File: src/rtl/bcd2bin_if.sv
// ----------------------------------------------------------------------------
// bcd2bin_if
//   Start/ready/done_tick handshake and data bus of the BCD-to-binary
//   converter. Same handshake shape as the binary-to-BCD unit, so both can be
//   sequenced by one control FSM.
//
//   Handshake: the master raises start with bcd valid; the request is
//   accepted on the rising clk edge where start=1 and ready=1, and bcd is
//   sampled on that edge only. start while ready=0 is ignored, not queued.
//   done_tick is a one-cycle pulse; bin/err are valid while it is high and
//   hold their value until the next done_tick.
//
//   Signals:
//     start     master -> slave  request a conversion
//     bcd       master -> slave  packed BCD, bcd[3:0] = least significant digit
//     ready     slave  -> master converter idle, start will be accepted
//     done_tick slave  -> master one-cycle result-valid pulse
//     bin       slave  -> master binary result
//     err       slave  -> master invalid-digit flag (0 unless BCD2BIN_CHECK_EN)
// ----------------------------------------------------------------------------
interface bcd2bin_if #(
    parameter int DIGITS = 4,
    parameter int BIN_W  = 14
);
    logic                  start;
    logic [4*DIGITS-1:0]   bcd;
    logic                  ready;
    logic                  done_tick;
    logic [BIN_W-1:0]      bin;
    logic                  err;

    modport master (
        output start,
        output bcd,
        input  ready,
        input  done_tick,
        input  bin,
        input  err
    );

    modport slave (
        input  start,
        input  bcd,
        output ready,
        output done_tick,
        output bin,
        output err
    );
endinterface

File: src/rtl/bcd2bin.sv
// ----------------------------------------------------------------------------
// bcd2bin
//   Sequential packed-BCD to binary converter (reverse double-dabble).
//   Every op cycle the {bcd_reg, acc_reg} pair shifts right by one bit, then
//   each 4-bit digit of the shifted BCD half that is >= 8 has 3 subtracted.
//   After 4*DIGITS shifts acc_reg holds the binary value.
//
//   Timing (start accepted on edge k):
//     shifts on edges k+1 .. k+4*DIGITS, done_tick high for the cycle after
//     edge k+4*DIGITS, ready high again after edge k+4*DIGITS+1.
//
//   Optional feature, macro BCD2BIN_CHECK_EN:
//     defined   - any input digit > 9 on the accepting edge makes the
//                 conversion finish with err=1, bin=0 (latency unchanged).
//     undefined - no check; err is constant 0.
//
//   Ports:
//     clk        system clock, rising edge
//     reset_n    asynchronous active-low reset
//     bus        bcd2bin_if.slave (start, bcd, ready, done_tick, bin, err)
//     dbg_state  current FSM state (0=idle, 1=op, 2=done)
//
//   Parameters:
//     DIGITS  number of packed BCD digits (1..6)
//     BIN_W   result width, must be >= ceil(log2(10^DIGITS)); wider
//             accumulator bits are discarded
// ----------------------------------------------------------------------------
module bcd2bin #(
    parameter int DIGITS = 4,
    parameter int BIN_W  = 14
) (
    input  logic        clk,
    input  logic        reset_n,
    bcd2bin_if.slave    bus,
    output logic [1:0]  dbg_state
);

    localparam int W  = 4 * DIGITS;
    localparam int NW = $clog2(W) + 1;

    typedef enum logic [1:0] {
        S_IDLE = 2'd0,
        S_OP   = 2'd1,
        S_DONE = 2'd2
    } state_t;

    state_t            state;
    logic [W-1:0]      bcd_reg;
    logic [W-1:0]      acc_reg;
    logic [NW-1:0]     n;
    logic              ready_q;
    logic              done_q;
    logic [BIN_W-1:0]  bin_q;

    // ------------------------------------------------------------------
    // One reverse double-dabble step: shift the pair right, then correct
    // the BCD half. A digit >= 8 after the shift means it received a 1
    // from the digit above (worth 10/2 = 5 here, but 8 in binary), so 3
    // is removed to restore decimal weighting.
    // ------------------------------------------------------------------
    logic [2*W-1:0]    shifted;
    logic [W-1:0]      bcd_fix;
    logic [W-1:0]      acc_next;
    logic [BIN_W-1:0]  result;

    always_comb begin
        shifted  = {bcd_reg, acc_reg} >> 1;
        acc_next = shifted[W-1:0];
        bcd_fix  = shifted[2*W-1:W];
        for (int d = 0; d < DIGITS; d++) begin
            if (bcd_fix[4*d+3]) begin
                bcd_fix[4*d +: 4] = bcd_fix[4*d +: 4] - 4'd3;
            end
        end
        result = BIN_W'(acc_next);
    end

`ifdef BCD2BIN_CHECK_EN
    logic any_bad;
    logic pend;
    logic err_q;

    always_comb begin
        any_bad = 1'b0;
        for (int d = 0; d < DIGITS; d++) begin
            if (bus.bcd[4*d +: 4] > 4'd9) begin
                any_bad = 1'b1;
            end
        end
    end
`endif

    // ------------------------------------------------------------------
    // Control FSM and datapath registers. All outputs are registered.
    // ------------------------------------------------------------------
    always_ff @(posedge clk or negedge reset_n) begin
        if (!reset_n) begin
            state   <= S_IDLE;
            ready_q <= 1'b1;
            done_q  <= 1'b0;
            bin_q   <= '0;
            bcd_reg <= '0;
            acc_reg <= '0;
            n       <= '0;
`ifdef BCD2BIN_CHECK_EN
            pend    <= 1'b0;
            err_q   <= 1'b0;
`endif
        end else begin
            done_q <= 1'b0;
            case (state)
                S_IDLE: begin
                    if (bus.start) begin
                        bcd_reg <= bus.bcd;
                        acc_reg <= '0;
                        n       <= NW'(W);
                        ready_q <= 1'b0;
                        state   <= S_OP;
`ifdef BCD2BIN_CHECK_EN
                        pend    <= any_bad;
`endif
                    end
                end

                S_OP: begin
                    bcd_reg <= bcd_fix;
                    acc_reg <= acc_next;
                    n       <= n - 1'b1;
                    // n==1 means this edge performs the final shift, so the
                    // result is captured from the combinational step output.
                    if (n == NW'(1)) begin
                        state  <= S_DONE;
                        done_q <= 1'b1;
`ifdef BCD2BIN_CHECK_EN
                        if (pend) begin
                            err_q <= 1'b1;
                            bin_q <= '0;
                        end else begin
                            err_q <= 1'b0;
                            bin_q <= result;
                        end
`else
                        bin_q  <= result;
`endif
                    end
                end

                S_DONE: begin
                    state   <= S_IDLE;
                    ready_q <= 1'b1;
                end

                default: begin
                    state   <= S_IDLE;
                    ready_q <= 1'b1;
                end
            endcase
        end
    end

    assign bus.ready     = ready_q;
    assign bus.done_tick = done_q;
    assign bus.bin       = bin_q;
`ifdef BCD2BIN_CHECK_EN
    assign bus.err       = err_q;
`else
    assign bus.err       = 1'b0;
`endif
    assign dbg_state     = state;

endmodule

File: src/flat_wrapper.sv
// flat-port wrapper written by rule: the top's interface ports become plain ports
module bcd2bin_flat 
#(
    parameter int DIGITS = 4,
    parameter int BIN_W  = 14
)
  (clk, reset_n, dbg_state, bus_start, bus_bcd, bus_ready, bus_done_tick, bus_bin, bus_err);
  bcd2bin_if #(.DIGITS(DIGITS), .BIN_W(BIN_W)) bus_i ();
  input  logic clk;
  input  logic reset_n;
  output logic [1:0] dbg_state;
  input wire logic [$bits(bus_i.start)-1:0] bus_start;
  input wire logic [$bits(bus_i.bcd)-1:0] bus_bcd;
  output wire logic [$bits(bus_i.ready)-1:0] bus_ready;
  output wire logic [$bits(bus_i.done_tick)-1:0] bus_done_tick;
  output wire logic [$bits(bus_i.bin)-1:0] bus_bin;
  output wire logic [$bits(bus_i.err)-1:0] bus_err;
  assign bus_i.start = bus_start;
  assign bus_i.bcd = bus_bcd;
  assign bus_ready = bus_i.ready;
  assign bus_done_tick = bus_i.done_tick;
  assign bus_bin = bus_i.bin;
  assign bus_err = bus_i.err;
  bcd2bin #(.DIGITS(DIGITS), .BIN_W(BIN_W)) u_core (.clk(clk), .reset_n(reset_n), .bus(bus_i), .dbg_state(dbg_state));
endmodule
File: config.mk
export PLATFORM = sky130hd
export DESIGN_NAME = bcd2bin_flat
export DESIGN_NICKNAME = d
export VERILOG_FILES = /design/src/rtl/bcd2bin_if.sv /design/src/rtl/bcd2bin.sv /design/src/flat_wrapper.sv
export SDC_FILE = /design/constraint.sdc
export NUM_CORES = 1
export LEC_CHECK = 0
export ABC_AREA = 0
export BUFFER_PORTS_ARGS = -buffer_cell sky130_fd_sc_hd__buf_4
export CORE_MARGIN = 3
export CORE_UTILIZATION = 55
export DETAILED_ROUTE_END_ITERATION = 7
export MAX_ROUTING_LAYER = met4
export PLACE_DENSITY = 0.77
export SLEW_MARGIN = 10
export SYNTH_ARGS = -nofsm -noshare
export SYNTH_HDL_FRONTEND = slang
export SYNTH_SLANG_ARGS = --single-unit
export TNS_END_PERCENT = 100
File: constraint.sdc
create_clock -name clk -period 2 [get_ports clk]
set_input_delay 0.3 -clock clk [delete_from_list [all_inputs] [get_ports clk]]
set_output_delay 0.3 -clock clk [all_outputs]
set_load 0.02 [all_outputs]
==> reports/results.md, run 1 <==
* complete, no violations — result of the run
* 1.73 ns — minimum clock period
* 0 — number of endpoints failing setup at the final stage
* 54 — post-synthesis register bit count
* 55 — pin count of the biggest net entering global routing
* 4 — count of TritonRoute iterations in the first routing pass
* 0.568 — register area share after synthesis
* 2 — H-tree levels
* 0 — Ys Warns
* 2 — Max Buffers Root-to-Sink
* 0 — antenna violations before repair
* 0 — number of inserted diodes
* 16 — Largest register FFs
* 946 um2 — multi-input combinational cell area
* 1.93 ns — critical path arrival
* 0.285 — fraction of final layout cells sized beyond drive strength 1
* reg2reg — critical path class
* 3250 um — detailed placer's ending HPWL
* 8020 um — wire length of the first global-routing pass
* 16.0% — post-synthesis to final-layout area growth
* 1.31 nW — leakage component of the power
* 0 — Max-Cap Viols
* 23 — FP Rows
* 54 — count of clock tree sinks
* 4850 um — total wire length
* sky130_fd_sc_hd__dfrtp_1 — Primary FF master, synth
* 5160 um2 — area of the die
* 38 — count of boundary I/O pins
* 11.9 um2 — mean instance size in the synthesized netlist
* 0.0263 — adder-cell share of the synthesized area
* 1350 um2 — area of all sequential standard cells
* register — kind of capture point of the worst setup path
* 2.20 ns — CP required
* 0 — number of synthesized flops with an enable pin
* 41 — Synth cell types
* 0 — total DRC errors in the routed layout
* 94 — initial DRC count
* 0 — max-slew violations
* 0.00979 ns — worst clock skew
* 0.0704 — multiplexer share of the synthesized area
* 1620 nW/um2 — cell area power density
* 36 — number of port buffers
* 0.09 ns — clock edge transition at the registers on the reported setup and hold paths
* 4090 um2 — core area
* done — CTS tree
* 0.224 — relative max-transition margin
* in2async — class of the tightest hold or removal check
* 0 — number of failing hold endpoints at the final stage
* 1.00 — Async SR Flop Fraction
* 0.0893 — post-synthesis share of cell area spent on and, or, nand and nor gates
* register — launching element type of the critical path
* 2380 um2 — Post-Synthesis Cell Area
* 0.583 — starting utilization of the core area
* 71.8 um — Die H
* 335 — count of filler cells inserted in the layout
* 6.01 — Via-to-Cell Ratio
* 0.0221 — xor and xnor area share after synthesis
* 17.0 um — routed wire length per instance
* 1.01 mV — Max rail drop VDD
* 0 — antenna viol nets, final
* 1.16 ns — Worst Tran Pin Value
* sky130_fd_sc_hd__clkbuf_8 — cell at the root of the clock tree
* false — unrepaired setup endpoints after global routing
* 4.49 mW — power consumption
* 258 — net count reported at finish
* 0 ns — Final TNS setup
* 5 — clock buffer count from CTS
* 0.762 — routability-driven placement congestion ratio
* 0 — CTS Hold Bufs
* 0.186 — compound-cell area share of the yosys netlist
* 71.8 um — Horiz. Die Dim
* 200 — Post-Syn Instances
* 0 — post-CTS setup-driven buffer insertion count
* 16 — crit-path max FO
* 0.209 — total global routing track utilization
* 1709 — vias in the first global route
* 0.866 — share of the clock period used by the worst path
* 0.577 GHz — highest achievable clock rate
* 0 — grt ovf
* 0 — # resized after CTS
* 1714 — vias after detailed routing
* compound AO/OA/AOI/OAI gates — main combinational cell family by area after synthesis
* 224 — net count after synthesis
* 0.31 ns — insertion delay of the later-clocked pin in the worst-skew pair
area by class of cell:
| cell class | count | area share |
|---|---|---|
| Sequential cell | 54 | 0.490 |
| Inverter | 6 | 0.00815 |
| Timing Repair Buffer | 39 | 0.106 |
| Clock inverter | 2 | 0.00498 |
| Tap cell | 50 | 0.0226 |
| Clock buffer | 6 | 0.0263 |
| Multi-Input combinational cell | 128 | 0.342 |
synth_stat cells (all sizes together), types with 4 or more instances:
library cell	instances	share of area
a21oi	6	0.013
a22o	16	0.059
buf	8	0.021
clkbuf	4	0.0063
dfrtp	53	0.56
ha	5	0.026
inv	6	0.0095
mux2	14	0.066
nand2	10	0.016
nor2	9	0.015
nor2b	9	0.025
o21ai	12	0.025
o22ai	6	0.016
routing by layer:
| metal | global-route usage | vias to the layer above | wire length, um |
|---|---|---|---|
| li1 | - | 795 | - |
| met1 | 0.254 | 865 | 2060 |
| met2 | 0.337 | 46 | 2440 |
| met3 | 0.0477 | 8 | 258 |
| met4 | 0.0877 | 0 | 97 |
| met5 | - | - | 0 |
power breakdown:
group / switching (mW) / total, mW / internal, mW
clock network: 0.351 / 0.598 / 0.248
logic: 0.978 / 1.91 / 0.935
registers: 0.399 / 1.98 / 1.58
total: 1.73 / 4.49 / 2.76
kinds of logic after synthesis:
group | after synthesis
AO/OA/AOI/OAI | 62
flip-flops | 54
AND/OR/NAND/NOR | 39
buffers and inverters | 18
multiplexers | 15
XOR/XNOR | 6
adder cells (fa/ha/maj) | 5
other | 1
cells in the final DEF, fill, tap and decap left out, types with 3 or more instances in the layout:
cell type and count:
sky130_fd_sc_hd__xnor2_1 3, sky130_fd_sc_hd__nor2b_1 8, sky130_fd_sc_hd__inv_1 6, sky130_fd_sc_hd__a22o_1 16, sky130_fd_sc_hd__a211oi_1 3, sky130_fd_sc_hd__xor2_1 3
sky130_fd_sc_hd__nand2_1 10, sky130_fd_sc_hd__dfrtp_1 53, sky130_fd_sc_hd__o21ai_0 12, sky130_fd_sc_hd__a21oi_1 6, sky130_fd_sc_hd__ha_1 5, sky130_fd_sc_hd__o22ai_1 6
sky130_fd_sc_hd__a31oi_1 3, sky130_fd_sc_hd__o31ai_1 3, sky130_fd_sc_hd__mux2_2 14, sky130_fd_sc_hd__buf_4 39, sky130_fd_sc_hd__nor3b_1 3, sky130_fd_sc_hd__a22oi_1 3
sky130_fd_sc_hd__clkbuf_8 5, sky130_fd_sc_hd__nor2_1 8
stage by stage:
| stage | setup WS [ns] | area, um2 | std cells | util | hold WS (ns) |
|---|---|---|---|---|---|
| global route | 0.0714 | 2760 | 285 | 0.676 | 0.0595 |
| detailed placement | 0.267 | 2680 | 277 | 0.655 | 0.382 |
| finish | 0.268 | 2760 | 285 | 0.676 | 0.0189 |
| floorplan | 0.549 | 2380 | 200 | - | 0.00441 |
| global placement | 0.327 | 2680 | 277 | 0.655 | 0.369 |
| CTS | 0.268 | 2760 | 285 | 0.676 | 0.0391 |
path summary, 6_finish.rpt:
path / slack [ns] / start / endpoint / cells after the start
min in group clk: 0.22 / bus_bcd[15] / u_core.bcd_reg[15] / 2
max in group asynchronous: 1.53 / reset_n / u_core.bus.bin[4] / 1
worst min-delay path: 0.02 / reset_n / u_core.bcd_reg[7] / 1
worst min register to register: 0.50 / u_core.bus.ready / u_core.bus.ready / 2
worst max-delay path: 0.27 / u_core.n[1] / u_core.bus.bin[6] / 5
worst max register to register: 0.27 / u_core.n[1] / u_core.bus.bin[6] / 5
worst max-delay path: stages, from the launching register on:
cell                      delay (ns)
sky130_fd_sc_hd__dfrtp_1        0.41
sky130_fd_sc_hd__inv_1          0.09
sky130_fd_sc_hd__ha_1           0.15
sky130_fd_sc_hd__nor2b_1        0.20
sky130_fd_sc_hd__nand3_2        0.36
sky130_fd_sc_hd__mux2_2         0.41
Power figures use the tool's default switching activity.
==> inputs of run 2 (changes only) <==
--- a/config.mk
+++ b/config.mk
@@ -12,6 +12,7 @@
 export DETAILED_ROUTE_END_ITERATION = 7
 export MAX_ROUTING_LAYER = met4
 export PLACE_DENSITY = 0.77
+export REMOVE_ABC_BUFFERS = 1
 export SLEW_MARGIN = 10
 export SYNTH_ARGS = -nofsm -noshare
 export SYNTH_HDL_FRONTEND = slang
==> run 2 against run 1 <==
Clock-buffer cell count stayed put. Critical endpoint is now u_core.bus.bin[0]. First-iteration DRC count is 44% higher. Utilization increased by 0.86 points. Sequential power barely moved. Power is 3.5% higher. Highest routed layer unchanged. Register-to-register slack about the same. Cell area up 1.3%. Sequential cell count is the same. Global-route usage shrank 0.99 points. Hold slack got worse by 0.015 ns.
==> reports/results.md, run 2 (synthesis results as in run 1) <==
* 55 — pin count of the biggest net entering global routing
* 2800 um2 — final standard cell area without fillers
* 0.00426 ns — worst hold-check slack
* 0 — # resized after CTS
* 2.19 ns — CP required
* 0 — total DRC errors in the routed layout
* 0.27 ns — Reg2Reg Setup Slack
* 0.583 — starting utilization of the core area
* 0.0477 — met3 capacity usage during global routing
* 1695 — vias in the first global route
* 21 — crit-path max FO
* 0 ns — Final TNS setup
* 1.91 ns — critical path arrival
* 5 — clock buffer count from CTS
* 0.810 — routability-driven placement congestion ratio
* 71.8 um — Die H
* 16.5 um — routed wire length per instance
* in2async — class of the tightest hold or removal check
* register — launching element type of the critical path
* u_core.dbg_state[0] — startpoint of the most critical register-to-register path
* 23 — FP Rows
* reg2reg — critical path class
* 0.580 GHz — highest achievable clock rate
* 0.289 — fraction of final layout cells sized beyond drive strength 1
* 1660 nW/um2 — cell area power density
* 0 — number of endpoints failing setup at the final stage
* 258 — net count reported at finish
* 0.283 ns — dpl ws
* sky130_fd_sc_hd__dfrtp_1 — most common cell after layout, fill and taps aside
* u_core.bus.bin[0] — CP endpoint
* 0.164 — clock network power share
* 0.760 mV — Max rail drop VDD
* 0 — grt ovf
* 0.0154 ns — worst clock skew
* 0.10 ns — clock edge transition at the registers on the reported setup and hold paths
* 135 — initial DRC count
* 0.863 — share of the clock period used by the worst path
* 0 — number of inserted diodes
* 0.255 — met1 usage in global routing
* 4700 um — total wire length
* 0 — Max-Cap Viols
* 0.269 — relative max-transition margin
* 0.413 — part of the power in combinational logic
* sky130_fd_sc_hd__dfrtp_1, sky130_fd_sc_hd__buf_4, sky130_fd_sc_hd__a22o_1 — commonest non-fill, non-tap cells in the layout
* done — CTS tree
* 4090 um2 — core area
* 0 — post-CTS setup-driven buffer insertion count
* 0 — antenna violations before repair
* 5160 um2 — area of the die
* 1707 — vias after detailed routing
* 38 — count of boundary I/O pins
* 1.73 mW — Switching Power
* register — kind of capture point of the worst setup path
* 0 — max-slew violations
* 3170 um — detailed placer's ending HPWL
* 7 — count of TritonRoute iterations in the first routing pass
* 946 um2 — multi-input combinational cell area
* 17.4% — post-synthesis to final-layout area growth
* u_core.bus.bin[0] — worst r2r dst
* false — unrepaired setup endpoints after global routing
* 4 — Reg2Reg Depth
* 1.73 ns — minimum clock period
* 2680 um2 — cell area reported after detailed placement
* 1350 um2 — area of all sequential standard cells
* 316 — count of filler cells inserted in the layout
* 0.199 — total global routing track utilization
* 1.10 ns — Worst Tran Pin Value
* 0.30 ns — insertion delay of the later-clocked pin in the worst-skew pair
* met2 — busiest layer in global routing
* 7900 um — wire length of the first global-routing pass
* 2 — Max Buffers Root-to-Sink
* 0.314 — met2 track demand over resource in global routing
* 1.32 nW — leakage component of the power
* 0.372 — switching portion of total power
* 36 — number of port buffers
* complete, no violations — result of the run
* 2 — H-tree levels
* 0 — antenna viol nets, final
* 5.99 — Via-to-Cell Ratio
* 0.275 ns — final worst slack
* 54 — count of clock tree sinks
* 2.92 mW — internal power summed over all cells
* 0 — CTS Hold Bufs
* 0 — number of failing hold endpoints at the final stage
* sky130_fd_sc_hd__clkbuf_8 — cell at the root of the clock tree
* 0.423 — sequential fraction of design power
* 16 — Largest register FFs
* 71.8 um — Horiz. Die Dim
* u_core.dbg_state[0] — CP Launch Point
[run 2: cell types whose count changed in the layout (fill, tap and decap cells not counted), sizes merged]
cell,previous run,this run
clkinv,2,0
bufinv,0,1
inv,6,7
[run 2: how the worst min path moves through the flow]
| stage | start | endpoint |
|---|---|---|
| floorplan | reset_n | u_core.acc_reg[10] |
| detailed placement | reset_n | u_core.bcd_reg[6] |
| global route | reset_n | u_core.bcd_reg[5] |
| global placement | reset_n | u_core.bcd_reg[6] |
| CTS | reset_n | u_core.bcd_reg[6] |
| finish | reset_n | u_core.bcd_reg[6] |
[run 2: power groups by stage]
stage,sequential [mW],clock (mW),combinational [mW]
2_1_floorplan,2.10,0,1.13
3_3_place_gp,1.96,0,1.84
3_5_place_dp,1.98,0,1.93
4_1_cts,1.96,0.792,1.94
5_1_grt,2.03,0.829,2.12
6_report,1.96,0.762,1.92
[run 2: layout make-up]
class	instances	area share
clock buffers	6	0.0295
clock inverters	2	0.0139
inverters	6	0.00805
multi-input cells	128	0.338
flip-flops and latches	54	0.483
well taps	50	0.0224
repair buffers	39	0.105
[run 2: layer usage]
layer	share of wire	routed length, um
met5	0	0
met4	0.0089	42
met3	0.049	228
met1	0.46	2160
met2	0.48	2270
[run 2: worst max-delay path, cell delays in order (launching register included)]
cell                      delay (ns)
sky130_fd_sc_hd__dfrtp_1        0.37
sky130_fd_sc_hd__buf_4          0.24
sky130_fd_sc_hd__nor2b_2        0.21
sky130_fd_sc_hd__nand3_2        0.36
sky130_fd_sc_hd__mux2_2         0.41
[run 2: metrics by stage]
stage	power, mW	cells	util
global route	4.98	285	0.685
finish	4.65	285	0.685
floorplan	3.23	188	-
global placement	3.80	277	0.655
CTS	4.69	285	0.685
detailed placement	3.91	277	0.655
==> inputs of run 3 (changes only) <==
--- a/config.mk
+++ b/config.mk
@@ -11,7 +11,7 @@
 export CORE_UTILIZATION = 55
 export DETAILED_ROUTE_END_ITERATION = 7
 export MAX_ROUTING_LAYER = met4
-export PLACE_DENSITY = 0.77
+export PLACE_DENSITY = 0.84
 export REMOVE_ABC_BUFFERS = 1
 export SLEW_MARGIN = 10
 export SYNTH_ARGS = -nofsm -noshare
==> run 3 against run 2 <==
Final cell count rose by 0.35%. First-iteration DRC count rose by 41%. Clock power fell by 14%. Combinational power barely moved. Utilization fell by 0.40 points. Largest power group unchanged. Hold slack improved by 0.0029 ns.
==> reports/results.md, run 3 (synthesis results as in run 1) <==
* complete, no violations — result of the run
* 16 — crit-path max FO
* 23 — FP Rows
* 1640 nW/um2 — cell area power density
* done — CTS tree
* 2.21 ns — CP required
* 16.8% — post-synthesis to final-layout area growth
* 0 — Max-Cap Viols
* 71.8 um — Horiz. Die Dim
* inv_1 > ha_1 > nor2b_1 > nand3_2 > mux2_2 — critical path cell sequence
* 0 — number of failing hold endpoints at the final stage
* 4090 um2 — core area
* 0.00868 ns — worst clock skew
* 0 — post-CTS setup-driven buffer insertion count
* 0.11 ns — clock edge transition at the registers on the reported setup and hold paths
* 0.766 — routability-driven placement congestion ratio
* 4710 um — total wire length
* sky130_fd_sc_hd__mux2_2 — worst-path cell with the longest stage delay
* sky130_fd_sc_hd__clkbuf_8 — cell at the root of the clock tree
* u_core.bus.bin[13] — worst r2r dst
* 0 — antenna violations before repair
* 4 — count of TritonRoute iterations in the first routing pass
* 1.71 ns — minimum clock period
* 5.92 — Via-to-Cell Ratio
* 0 — antenna viol nets, final
* 16 — Largest register FFs
* sky130_fd_sc_hd__dfrtp_1 — most common cell after layout, fill and taps aside
* 0.583 — starting utilization of the core area
* 0.857 — share of the clock period used by the worst path
* 16.5 um — routed wire length per instance
* 2 — H-tree levels
* register — launching element type of the critical path
* false — unrepaired setup endpoints after global routing
* 71.8 um — Die H
* 0.42 ns — delay of the slowest cell on the worst path
* 3060 um — detailed placer's ending HPWL
* 0 — # resized after CTS
* 0 — max-slew violations
* 1744 — vias in the first global route
* 38 — count of boundary I/O pins
* 55 — pin count of the biggest net entering global routing
* 54 — count of clock tree sinks
* 0 — CTS Hold Bufs
* 5 — clock buffer count from CTS
* in2async — class of the tightest hold or removal check
* 0 — number of inserted diodes
* u_core.n[1] — startpoint of the most critical register-to-register path
* 0.208 — total global routing track utilization
* 8110 um — wire length of the first global-routing pass
* 0.566 — relative max-transition margin
* 0.651 ns — Worst Tran Pin Value
* 0 — total DRC errors in the routed layout
* reg2reg — critical path class
* 0 ns — Final TNS setup
* sky130_fd_sc_hd__dfrtp_1, sky130_fd_sc_hd__buf_4, sky130_fd_sc_hd__a22o_1 — commonest non-fill, non-tap cells in the layout
* 278 — Cell Count Post-Placement
* 1.32 nW — leakage component of the power
* 0 — number of endpoints failing setup at the final stage
* 0.29 ns — Reg2Reg Setup Slack
* 1692 — vias after detailed routing
* 0.292 — fraction of final layout cells sized beyond drive strength 1
* 2 — Max Buffers Root-to-Sink
* 259 — net count reported at finish
* 5160 um2 — area of the die
* 286 — filler-free cell count of the finished design
* 5 — Reg2Reg Depth
* 0.724 mV — Max rail drop VDD
* 0.32 ns — insertion delay of the later-clocked pin in the worst-skew pair
* 191 — initial DRC count
* register — kind of capture point of the worst setup path
* 0.584 GHz — highest achievable clock rate
* 0 — grt ovf
* 36 — number of port buffers
* 1.92 ns — critical path arrival
-- run 3: cell types whose count changed in the layout (fill, tap and decap cells not counted), sizes merged --
| cell | before | now |
|---|---|---|
| clkbuf | 6 | 5 |
| buf | 39 | 40 |
| bufinv | 1 | 0 |
| clkinv | 0 | 1 |
| inv | 7 | 8 |
-- run 3: area by class of cell --
type                       count  area (um2)
inverter                       6        22.5
timing repair buffer          40         300
multi-input combinational    128         946
fill                         296        1310
sequential                    54        1350
clock buffer                   5        68.8
tap                           50        62.6
clock inverter                 3        28.8
-- run 3: critical path: cells and delay by family (launching register included) --
family	cells	cell delay [ns]
AND/OR/NAND/NOR	2	0.55
multiplexers	1	0.42
flip-flops	1	0.41
adder cells (fa/ha/maj)	1	0.15
buffers and inverters	1	0.09
-- run 3: worst max path at each step --
| stage | start | to | depth (start not counted) |
|---|---|---|---|
| 3_5_place_dp | u_core.n[1] | u_core.bus.bin[1] | 5 |
| 4_1_cts | u_core.n[1] | u_core.bus.bin[13] | 5 |
| 2_1_floorplan | u_core.dbg_state[0] | u_core.bus.bin[0] | 3 |
| 3_3_place_gp | u_core.n[1] | u_core.bus.bin[2] | 5 |
| 6_report | u_core.n[1] | u_core.bus.bin[13] | 5 |
| 5_1_grt | u_core.n[1] | u_core.bus.bin[13] | 5 |
-- run 3: stage by stage --
step                      setup WS [ns]  power, mW  utilization  hold WS, ns  instance area, um2
final                             0.287       4.55        0.681      0.00717                2780
after CTS                         0.277       4.58        0.681       0.0302                2780
after global placement            0.392       3.81        0.657        0.379                2680
after floorplan                  -0.198       3.23            -      0.00441                2320
after global routing              0.175       4.90        0.681       0.0503                2780
after detailed placement          0.305       3.91        0.657        0.379                2680
-- run 3: where the power goes --
part	internal, mW	total [mW]	switching [mW]
clock network	0.263	0.655	0.393
logic	0.935	1.91	0.977
registers	1.58	1.98	0.408
total	2.77	4.55	1.78
-- run 3: routing by layer --
metal  wire (um)  vias to the layer above  share of wire  track usage
li1            -                      796              -            -
met3         212                        8          0.045       0.0575
met1        2030                      851           0.43        0.255
met2        2410                       37           0.51        0.336
met5           0                        -              0            -
met4          58                        0          0.012       0.0668
